$ cat config.mk
export PLATFORM = sky130hd
export DESIGN_NAME = rf_wb_arbiter
export DESIGN_NICKNAME = d
export VERILOG_FILES = /design/src/rtl/rf_wb_arbiter.sv
export SDC_FILE = /design/constraint.sdc
export NUM_CORES = 1
export LEC_CHECK = 0
export CAP_MARGIN = 10
export CORE_MARGIN = 3
export CORE_UTILIZATION = 41
export CTS_BUF_LIST = sky130_fd_sc_hd__clkbuf_2 sky130_fd_sc_hd__clkbuf_4 sky130_fd_sc_hd__clkbuf_8
export DETAILED_ROUTE_END_ITERATION = 6
export PLACE_DENSITY = 0.95
export SYNTH_ARGS = -nofsm -noshare
export SYNTH_HDL_FRONTEND = slang
export SYNTH_SLANG_ARGS = --single-unit
$ cat constraint.sdc
create_clock -name clk -period 2.03 [get_ports clk]
set_input_delay 0.3045 -clock clk [delete_from_list [all_inputs] [get_ports clk]]
set_output_delay 0.3045 -clock clk [all_outputs]
set_load 0.005 [all_outputs]
$ cat src/rtl/rf_wb_arbiter.sv
// Round-robin write-back arbiter for the register-file write port, with a
// registered we/wa/wd stage and a per-register outstanding-write scoreboard.
module rf_wb_arbiter #(
    parameter int AW = 3,
    parameter int DW = 32
) (
    input  logic              clk,
    input  logic              rst,
    input  logic              v0,
    input  logic              v1,
    input  logic              v2,
    input  logic [AW-1:0]     a0,
    input  logic [AW-1:0]     a1,
    input  logic [AW-1:0]     a2,
    input  logic [DW-1:0]     d0,
    input  logic [DW-1:0]     d1,
    input  logic [DW-1:0]     d2,
    output logic              rdy0,
    output logic              rdy1,
    output logic              rdy2,
    input  logic              hold,
    input  logic              rsv_v,
    input  logic [AW-1:0]     rsv_a,
    output logic [(1<<AW)-1:0] busy,
    output logic              we,
    output logic [AW-1:0]     wa,
    output logic [DW-1:0]     wd
);
    localparam int NR = 1 << AW;

    logic [1:0]    ptr_q, ptr_d;
    logic          we_q, we_d;
    logic [AW-1:0] wa_q, wa_d;
    logic [DW-1:0] wd_q, wd_d;
    logic [NR-1:0] busy_q, busy_d;

    logic [2:0] vld;
    logic [2:0] gnt;
    logic       gnt_any;
    logic [1:0] gnt_idx;

    assign vld = {v2, v1, v0};

    // Search starts one past the last grant; ptr only ever holds 0..2.
    always_comb begin
        gnt = 3'b000;
        if (!rst && !hold) begin
            case (ptr_q)
                2'd0: begin
                    if (vld[1])      gnt = 3'b010;
                    else if (vld[2]) gnt = 3'b100;
                    else if (vld[0]) gnt = 3'b001;
                end
                2'd1: begin
                    if (vld[2])      gnt = 3'b100;
                    else if (vld[0]) gnt = 3'b001;
                    else if (vld[1]) gnt = 3'b010;
                end
                default: begin
                    if (vld[0])      gnt = 3'b001;
                    else if (vld[1]) gnt = 3'b010;
                    else if (vld[2]) gnt = 3'b100;
                end
            endcase
        end
        gnt_any = |gnt;
    end

    always_comb begin
        gnt_idx = ptr_q;
        wa_d    = wa_q;
        wd_d    = wd_q;
        case (gnt)
            3'b001: begin gnt_idx = 2'd0; wa_d = a0; wd_d = d0; end
            3'b010: begin gnt_idx = 2'd1; wa_d = a1; wd_d = d1; end
            3'b100: begin gnt_idx = 2'd2; wa_d = a2; wd_d = d2; end
            default: ;
        endcase
        ptr_d = gnt_idx;
        we_d  = gnt_any;
    end

    // Reservation beats the clear of the write being committed at this edge.
    generate
        for (genvar gi = 0; gi < NR; gi++) begin : g_busy
            assign busy_d[gi] = (rsv_v && (rsv_a == AW'(gi))) ? 1'b1 :
                                (we_q && (wa_q == AW'(gi)))   ? 1'b0 :
                                busy_q[gi];
        end
    endgenerate

    always_ff @(posedge clk) begin
        if (rst) begin
            ptr_q  <= 2'd2;
            we_q   <= 1'b0;
            wa_q   <= '0;
            wd_q   <= '0;
            busy_q <= '0;
        end else begin
            ptr_q  <= ptr_d;
            we_q   <= we_d;
            wa_q   <= wa_d;
            wd_q   <= wd_d;
            busy_q <= busy_d;
        end
    end

    assign rdy0 = gnt[0];
    assign rdy1 = gnt[1];
    assign rdy2 = gnt[2];
    assign we   = we_q;
    assign wa   = wa_q;
    assign wd   = wd_q;
    assign busy = busy_q;
endmodule

Yosys cells after proc, flatten, opt, wreduce, memory -nomap -nowiden
Cells that the tools add are included.
{"block": "classes", "reduce_logical": 32, "mux": 30, "eq_ne": 18}
{"op": "$pmux 32 s3", "n": 1}
{"op": "$eq 3x3->1 const B", "n": 9}
{"op": "$mux 3", "n": 7}
{"op": "$logic_and 1x1->1", "n": 17}
{"op": "$mux 1", "n": 17}
{"op": "$reduce_bool 2->1", "n": 8}
{"op": "$eq 3x2->1 const B", "n": 5}
{"op": "$eq 3x1->1 const B", "n": 3}
{"op": "$pmux 3 s3", "n": 1}
{"op": "$logic_not 3->1", "n": 2}
{"op": "$pmux 2 s3", "n": 1}
{"op": "$pmux 3 s2", "n": 1}
{"op": "$mux 2", "n": 2}
{"op": "$reduce_bool 3->1", "n": 1}
{"op": "$reduce_or 3->1", "n": 1}
{"op": "$eq 2x1->1 const B", "n": 1}
{"op": "$logic_not 1->1", "n": 2}
{"op": "$logic_not 2->1", "n": 1}
{"block": "totals", "wordCells": 92, "in_bits": 115, "regBits": 46}

Depth between registers and ports, before layout
Gate-level depths: netlist of the first run.
{"block": "depth", "ltp_word": 7, "mapped_depth": 7, "depth_no_buf": 4}

Worst setup path before layout of the first run
Ideal clock, no wire load.
{"block": "synth_timing", "path_kind": "in2out", "startpoint": "input rst", "endpoint": "output rdy1", "path_slack_ns": 0.552, "required_time_ns": 1.725, "path_stages": 6, "arrival_ns": 1.174, "n_path_buf": 3, "cell_sequence": "buf_2 -> nor2_2 -> and2_1 -> buf_4 -> buf_4 -> and2_1"}
{"block": "synth_between", "elab_chain_cells": 3}
{"element": "start, declared", "line": "8", "source": "input logic rst,"}
{"element": "$logic_not 1->1", "line": "47", "source": "if (!rst && !hold) begin"}
{"element": "$logic_and 1x1->1", "line": "47"}
{"element": "$mux 3", "line": "47"}
{"element": "end, declared", "line": "19", "source": "output logic rdy1,"}
No other way between the ends.

Worst setup path in the final report of the first run
{"block": "layout_timing", "startpoint": "input v2", "endpoint": "output rdy0"}
{"block": "layout_between", "elab_chain_cells": 4}
{"element": "start, declared", "line": "11", "source": "input logic v2,"}
{"element": "$mux 3", "line": "51", "source": "else if (vld[2]) gnt = 3'b100;"}
{"element": "$mux 3", "line": "50", "source": "if (vld[1]) gnt = 3'b010;"}
{"element": "$pmux 3 s2 (*)", "line": "48", "source": "case (ptr_q)"}
{"element": "$mux 3 (*)", "line": "47"}
{"element": "end, declared", "line": "18", "source": "output logic rdy0,"}
Mark *: on every way between the ends. The rest lies on a longest branch, timed or not.

==> results of run 1 <==
per-layer routing:
layer / share of wire / up-vias / global-route usage
met1: 0.37 / 1502 / 0.300
met4: 0.031 / 0 / 0.134
li1: - / 1453 / -
met2: 0.51 / 189 / 0.469
met3: 0.087 / 24 / 0.0644
met5: 0 / - / 0
state kept, by name, summed over array words and instances, names as in the netlist:
name and count:
wd 32, busy 8, ptr_q 2, we 1, wa 3
critical path: stages:
cell and delay, ns:
clkdlybuf4s50_1 0.42, buf_4 0.16, nor2b_1 0.10, o211a_1 0.14
clkdlybuf4s50_1 0.50
kinds of logic (layout without fill, tap and decap cells):
logic type      after synthesis  count (layout)  share of synthesized area
buf+inv                      35             186                     0.0770
compound gates              163             163                      0.506
simple gates                 31              31                     0.0655
flops                        46              46                      0.352
timing repair:
| action | 4_1_cts | 5_1_grt |
|---|---|---|
| endpoints found under the setup margin | 2 | 2 |
| gates cloned | 0 | 0 |
| pin swaps | 1 | 0 |
| gates resized for setup | 4 | 4 |
power by group:
group          switching [uW]  total (uW)  internal (uW)  leakage, uW
clock network             308         596            289    0.0000517
registers                83.4        1070            984     0.000380
logic                     305         795            489      0.00111
layout make-up:
class | count | area [sq um] | area share
clock buffer | 7 | 90.1 | 0.0205
clock inverter | 1 | 5.00 | 0.00114
inverter | 2 | 7.51 | 0.00171
multi-input combinational | 194 | 1510 | 0.344
sequential | 46 | 923 | 0.210
tap | 75 | 93.8 | 0.0214
timing repair buffer | 176 | 1760 | 0.401
cell usage in the layout, fill, tap and decap left out:
cell type	instances
a211o_1	1
a21boi_0	1
a21oi_1	8
a22o_1	1
a22oi_1	1
a32oi_1	70
and2_1	2
and2_4	2
buf_12	3
buf_2	1
buf_4	12
clkbuf_4	1
clkbuf_8	6
clkdlybuf4s50_1	157
clkinv_2	1
dfxtp_1	44
dfxtp_2	2
dlygate4sd2_1	1
dlymetal6s2s_1	2
inv_1	1
inv_2	1
nand2_1	8
nand2b_1	4
nand3_1	4
nand4_1	1
nor2_1	3
nor2_2	1
nor2b_1	4
nor2b_4	1
o211a_1	1
o211ai_2	1
o21ai_0	6
o21bai_1	15
o21bai_2	20
o22ai_1	35
o22ai_4	1
o31ai_1	2
or3_4	1
worst paths after layout:
check                                           start  slack, ns                    to  cells past startpoint
worst max-delay path                               v2       0.09                  rdy0                      5
worst max register to register  ptr_q[1]$_SDFFE_PP1P_       0.53    wd[2]$_SDFFE_PP0P_                      5
worst min-delay path                              rst       0.46         we$_SDFF_PP0_                      5
worst min register to register   busy[3]$_SDFFE_PP0P_       0.48  busy[3]$_SDFFE_PP0P_                      2
per-stage QoR:
step           cells   util
2_1_floorplan    275      -
3_3_place_gp     493  0.705
3_5_place_dp     493  0.705
4_1_cts          501  0.723
5_1_grt          501  0.724
6_report         501  0.724
==> run_results.csv, run 1 <==
group,metric,value,unit
timing,maxSlewHeadroom,0.549,
placement,portBuffers,161,
logic_synthesis,synth_common_cells,"70 x a32oi_1, 46 x dfxtp_1, 35 x o22ai_1",
logic_synthesis,seq_area_frac_synth,0.352,
logic_synthesis,yosys_warnings,0,
final_layout,diodes,0,
detailed_routing,wl,10100,um
cts,clk_pin_slew,0.08,ns
floorplan,core_area,6060,sq um
detailed_routing,ant_nets,0,
floorplan,die_area,7380,sq um
final_layout,fillers,465,
floorplan,die_y,85.9,um
floorplan,die_w,85.9,um
logic_synthesis,netlist_area,2620,sq um
detailed_routing,remaining_drc_errors,0,
detailed_routing,via_per_inst,6.32,
logic_synthesis,yosys.area.top_type,"dfxtp_1",
timing,finClkSkew,0.00916,ns
worst_setup_path,arrival,1.64,ns
floorplan,start_util,0.432,
cts,h-tree-depth,2,
worst_setup_path,crit_path_end_kind,"primary output",
timing,min_period,1.94,ns
timing,period_share,0.957,
detailed_routing,vias,3168,
grt,grt_max_degree,81,
logic_synthesis,yosysMostFrequentCell,"a32oi_1",
cts,cts-hold-fix-buffers,0,
cts,cts_sinks,46,
placement,dpl_cell_area,4270,sq um
floorplan,io_pins,162,
logic_synthesis,synth_cell_types,32,
grt,antenna_found_initial,0,
worst_setup_path,required,1.73,ns
timing,timing.hold.ws,0.465,ns
logic_synthesis,synth_nets,390,
timing,tightest_slew,0.676,ns
pwr,peakVddDrop,358,uV
final_layout,drive_gt1_frac,0.127,
placement,gp_congestion,0.954,
logic_synthesis,ys.flop_type,"dfxtp_1",
grt,overflow,0,
cts,ctsLongestPathBuffers,2,
cts,cts_tree,"yes",
detailed_routing,wire_per_inst,20.1,um
logic_synthesis,synth_area_leaders,"dfxtp_1 35%, a32oi_1 23%, o21bai_2 8.6%",
timing,setup_violations,0,
cts,cts_made_buffers,5,
final_layout,layout.nets,540,
grt,grt_pass1_vias,3250,
detailed_routing,dr.pass1.iters,4,
final_layout,area_growth,67.8,%
grt,grt_usage,0.267,
pwr,power,2460,uW
cts,cts_setup_buffers,0,
timing,drv_slew,0,
logic_synthesis,synth-seq-cells,46,
pwr,p_per_area,560,nW/um^2
worst_setup_path,start_kind,"input port",
detailed_routing,drt_iter0_markers,148,
timing,fin_tns_setup,0,ns
logic_synthesis,async_flop_share,0,
floorplan,rows,28,
placement,pre_cts_slack,-0.0558,ns
status,status,"finished clean",
worst_setup_path,criticalPathCategory,"input port to primary output",
logic_synthesis,synth-edff-count,0,
grt,grt_pass1_wl,15700,um
placement,dp_hpwl,7220,um
cts,clk_latency,0.30,ns
timing,fmax,0.515,GHz
logic_synthesis,synth_cells,275,
worst_setup_path,path_max_fanout,4,
final_layout,design_area,4390,sq um
timing,hold_viol_final,0,
timing,rsz0062_at_grt,"false",
cts,cts_root_buffer,"clkbuf_8",
pwr,p_leak,0.00155,uW
timing,fin_ws,0.0872,ns
job,maxCapViolCount,0,
logic_synthesis,synth.top_cell.area_share,0.352,
min_path,hold_class,"input port to register",
logic_synthesis,syn_avg_cell_area,9.51,sq um
(Power assumes the default switching activity.)
==> run 2, diff against run 1 <==
--- a/config.mk
+++ b/config.mk
@@ -6,7 +6,6 @@
 export NUM_CORES = 1
 export LEC_CHECK = 0
 export CAP_MARGIN = 10
-export CORE_MARGIN = 3
 export CORE_UTILIZATION = 41
 export CTS_BUF_LIST = sky130_fd_sc_hd__clkbuf_2 sky130_fd_sc_hd__clkbuf_4 sky130_fd_sc_hd__clkbuf_8
 export DETAILED_ROUTE_END_ITERATION = 6
==> run_results.csv, run 2 (same netlist as run 1, synthesis figures left out) <==
group,metric,value,unit
timing,period_share,0.970,
worst_setup_path,cp_top_family,"buffers and inverters",
timing,maxSlewHeadroom,0.553,
timing,setup_violations,0,
min_path,holdPathEnd,"we$_SDFF_PP0_",
timing,fmax,0.508,GHz
detailed_routing,ant_nets,0,
final_layout,final_cell_mix,"157 x clkdlybuf4s50_1, 70 x a32oi_1, 46 x dfxtp_1",
grt,grt_pass1_wl,13800,um
floorplan,rows,28,
cts,clk_latency,0.29,ns
worst_setup_path,critical_path.max_stage_delay,0.49,ns
worst_setup_path,required,1.73,ns
timing,min_period,1.97,ns
detailed_routing,wire_per_inst,18.4,um
cts,cts-hold-fix-buffers,0,
worst_setup_path,worstPathCellList,"clkdlybuf4s50_1, nor2_2, buf_4, o211a_1, clkdlybuf4s50_1",
floorplan,die_y,81.9,um
worst_setup_path,arrival,1.66,ns
worst_setup_path,path_max_fanout,3,
grt,overflow,0,
final_layout,diodes,0,
timing,hold_viol_final,0,
detailed_routing,via_per_inst,6.37,
pwr,p_leak,0.00154,uW
cts,clk_pin_slew,0.08,ns
floorplan,die_area,6700,sq um
cts,cts_made_buffers,5,
final_layout,layout.nets,540,
timing,rsz0062_at_grt,"false",
cts,ctsLongestPathBuffers,2,
grt,grt_pass1_vias,2891,
placement,gp_congestion,0.774,
pwr,p_per_area,559,nW/um^2
status,status,"finished clean",
timing,drv_slew,0,
timing,tightest_slew,0.670,ns
floorplan,start_util,0.434,
cts,cts_tree,"yes",
cts,h-tree-depth,2,
final_layout,largest_register_ff_count,32,
cts,cts_sinks,46,
final_layout,drive_gt1_frac,0.120,
min_path,min_path_cells,5,
grt,grt_max_degree,81,
worst_setup_path,r2r_start,"ptr_q[1]$_SDFFE_PP1P_",
placement,portBuffers,161,
placement,dp.cells,492,
timing,finClkSkew,0.00229,ns
detailed_routing,dr.pass1.iters,5,
worst_setup_path,rr_worst_depth,5,
worst_setup_path,criticalPathCategory,"input port to primary output",
final_layout,final_util,0.726,
detailed_routing,vias,3190,
placement,dp_hpwl,6470,um
worst_setup_path,crit_path_end_kind,"primary output",
min_path,hold_start,"rst",
worst_setup_path,crit_top_cell,"clkdlybuf4s50_1",
final_layout,final_common_cell,"clkdlybuf4s50_1",
detailed_routing,remaining_drc_errors,0,
job,maxCapViolCount,0,
grt,grt_usage,0.268,
worst_setup_path,crit_slowest_cell,"clkdlybuf4s50_1",
grt,antenna_found_initial,0,
detailed_routing,wl,9230,um
worst_setup_path,critPathBufInv,3,
pwr,peakVddDrop,298,uV
detailed_routing,drt_iter0_markers,177,
final_layout,fin_cells,501,
min_path,hold_class,"input port to register",
worst_setup_path,r2r_slack,0.40,ns
floorplan,io_pins,162,
final_layout,area_growth,67.1,%
placement,dpl_cell_area,4270,sq um
timing,fin_tns_setup,0,ns
floorplan,die_w,81.9,um
cts,cts_root_buffer,"clkbuf_8",
worst_setup_path,critPathLaunch,"hold",
worst_setup_path,start_kind,"input port",
final_layout,design_area,4370,sq um
worst_setup_path,timing.rr.end,"wa[2]$_SDFFE_PP0P_",
floorplan,core_area,6030,sq um
## run 2: timing repair
action / in CTS / in global routing
pin swaps: 0 / 1
gates cloned: 0 / 0
buffers inserted: 0 / 1
endpoints found under the setup margin: 2 / 2
resized for setup: 3 / 1
## run 2: power breakdown
group	switching, uW	leakage (uW)	internal (uW)
registers	81.1	0.000380	984
clock network	302	0.0000517	289
logic	302	0.00111	487
total	685	0.00154	1760
## run 2: how the worst max path moves through the flow
stage	cells past startpoint	slack [ns]	end
after CTS	5	0.01	rdy1
after global placement	5	-0.03	rdy2
final	5	0.06	rdy0
after global routing	5	0.006	rdy0
after detailed placement	6	-0.10	wd[22]$_SDFFE_PP0P_
after floorplan	6	0.55	rdy1
## run 2: cell type report
| cell class | instances | area, sq um |
|---|---|---|
| fillers | 434 | 1650 |
| inverters | 2 | 7.51 |
| clock buffers | 7 | 90.1 |
| well taps | 75 | 93.8 |
| clock inverters | 1 | 5.00 |
| multi-input cells | 194 | 1500 |
| repair buffers | 176 | 1760 |
| flip-flops and latches | 46 | 921 |
## run 2: tightest hold or removal path, stage by stage
cell,delay (ns)
buf_2,0.10
nor2_2,0.05
buf_4,0.13
nand2_1,0.09
inv_1,0.05
## run 2: per-layer routing
metal / wire length, um / part of all wire / track usage
met4: 168 / 0.018 / 0.0912
met1: 3490 / 0.38 / 0.310
met5: 0 / 0 / 0
met3: 832 / 0.090 / 0.0600
met2: 4740 / 0.51 / 0.481
## run 2: through the flow
| stage | setup slack [ns] | total power [uW] | hold WS (ns) |
|---|---|---|---|
| after floorplan | 0.552 | 1390 | 0.452 |
| after global placement | -0.0323 | 1830 | 0.462 |
| after detailed placement | -0.101 | 1860 | 0.468 |
| after CTS | 0.00999 | 2440 | 0.469 |
| after global routing | 0.00568 | 2550 | 0.487 |
| final | 0.0607 | 2440 | 0.466 |
==> run 3, diff against run 2 <==
--- a/config.mk
+++ b/config.mk
@@ -6,10 +6,12 @@
 export NUM_CORES = 1
 export LEC_CHECK = 0
 export CAP_MARGIN = 10
+export CORE_MARGIN = 3
 export CORE_UTILIZATION = 41
 export CTS_BUF_LIST = sky130_fd_sc_hd__clkbuf_2 sky130_fd_sc_hd__clkbuf_4 sky130_fd_sc_hd__clkbuf_8
 export DETAILED_ROUTE_END_ITERATION = 6
 export PLACE_DENSITY = 0.95
+export SLEW_MARGIN = 20
 export SYNTH_ARGS = -nofsm -noshare
 export SYNTH_HDL_FRONTEND = slang
 export SYNTH_SLANG_ARGS = --single-unit
==> results of run 3 <==
The final DEF is identical to that of run 1; final timing and power are the same.
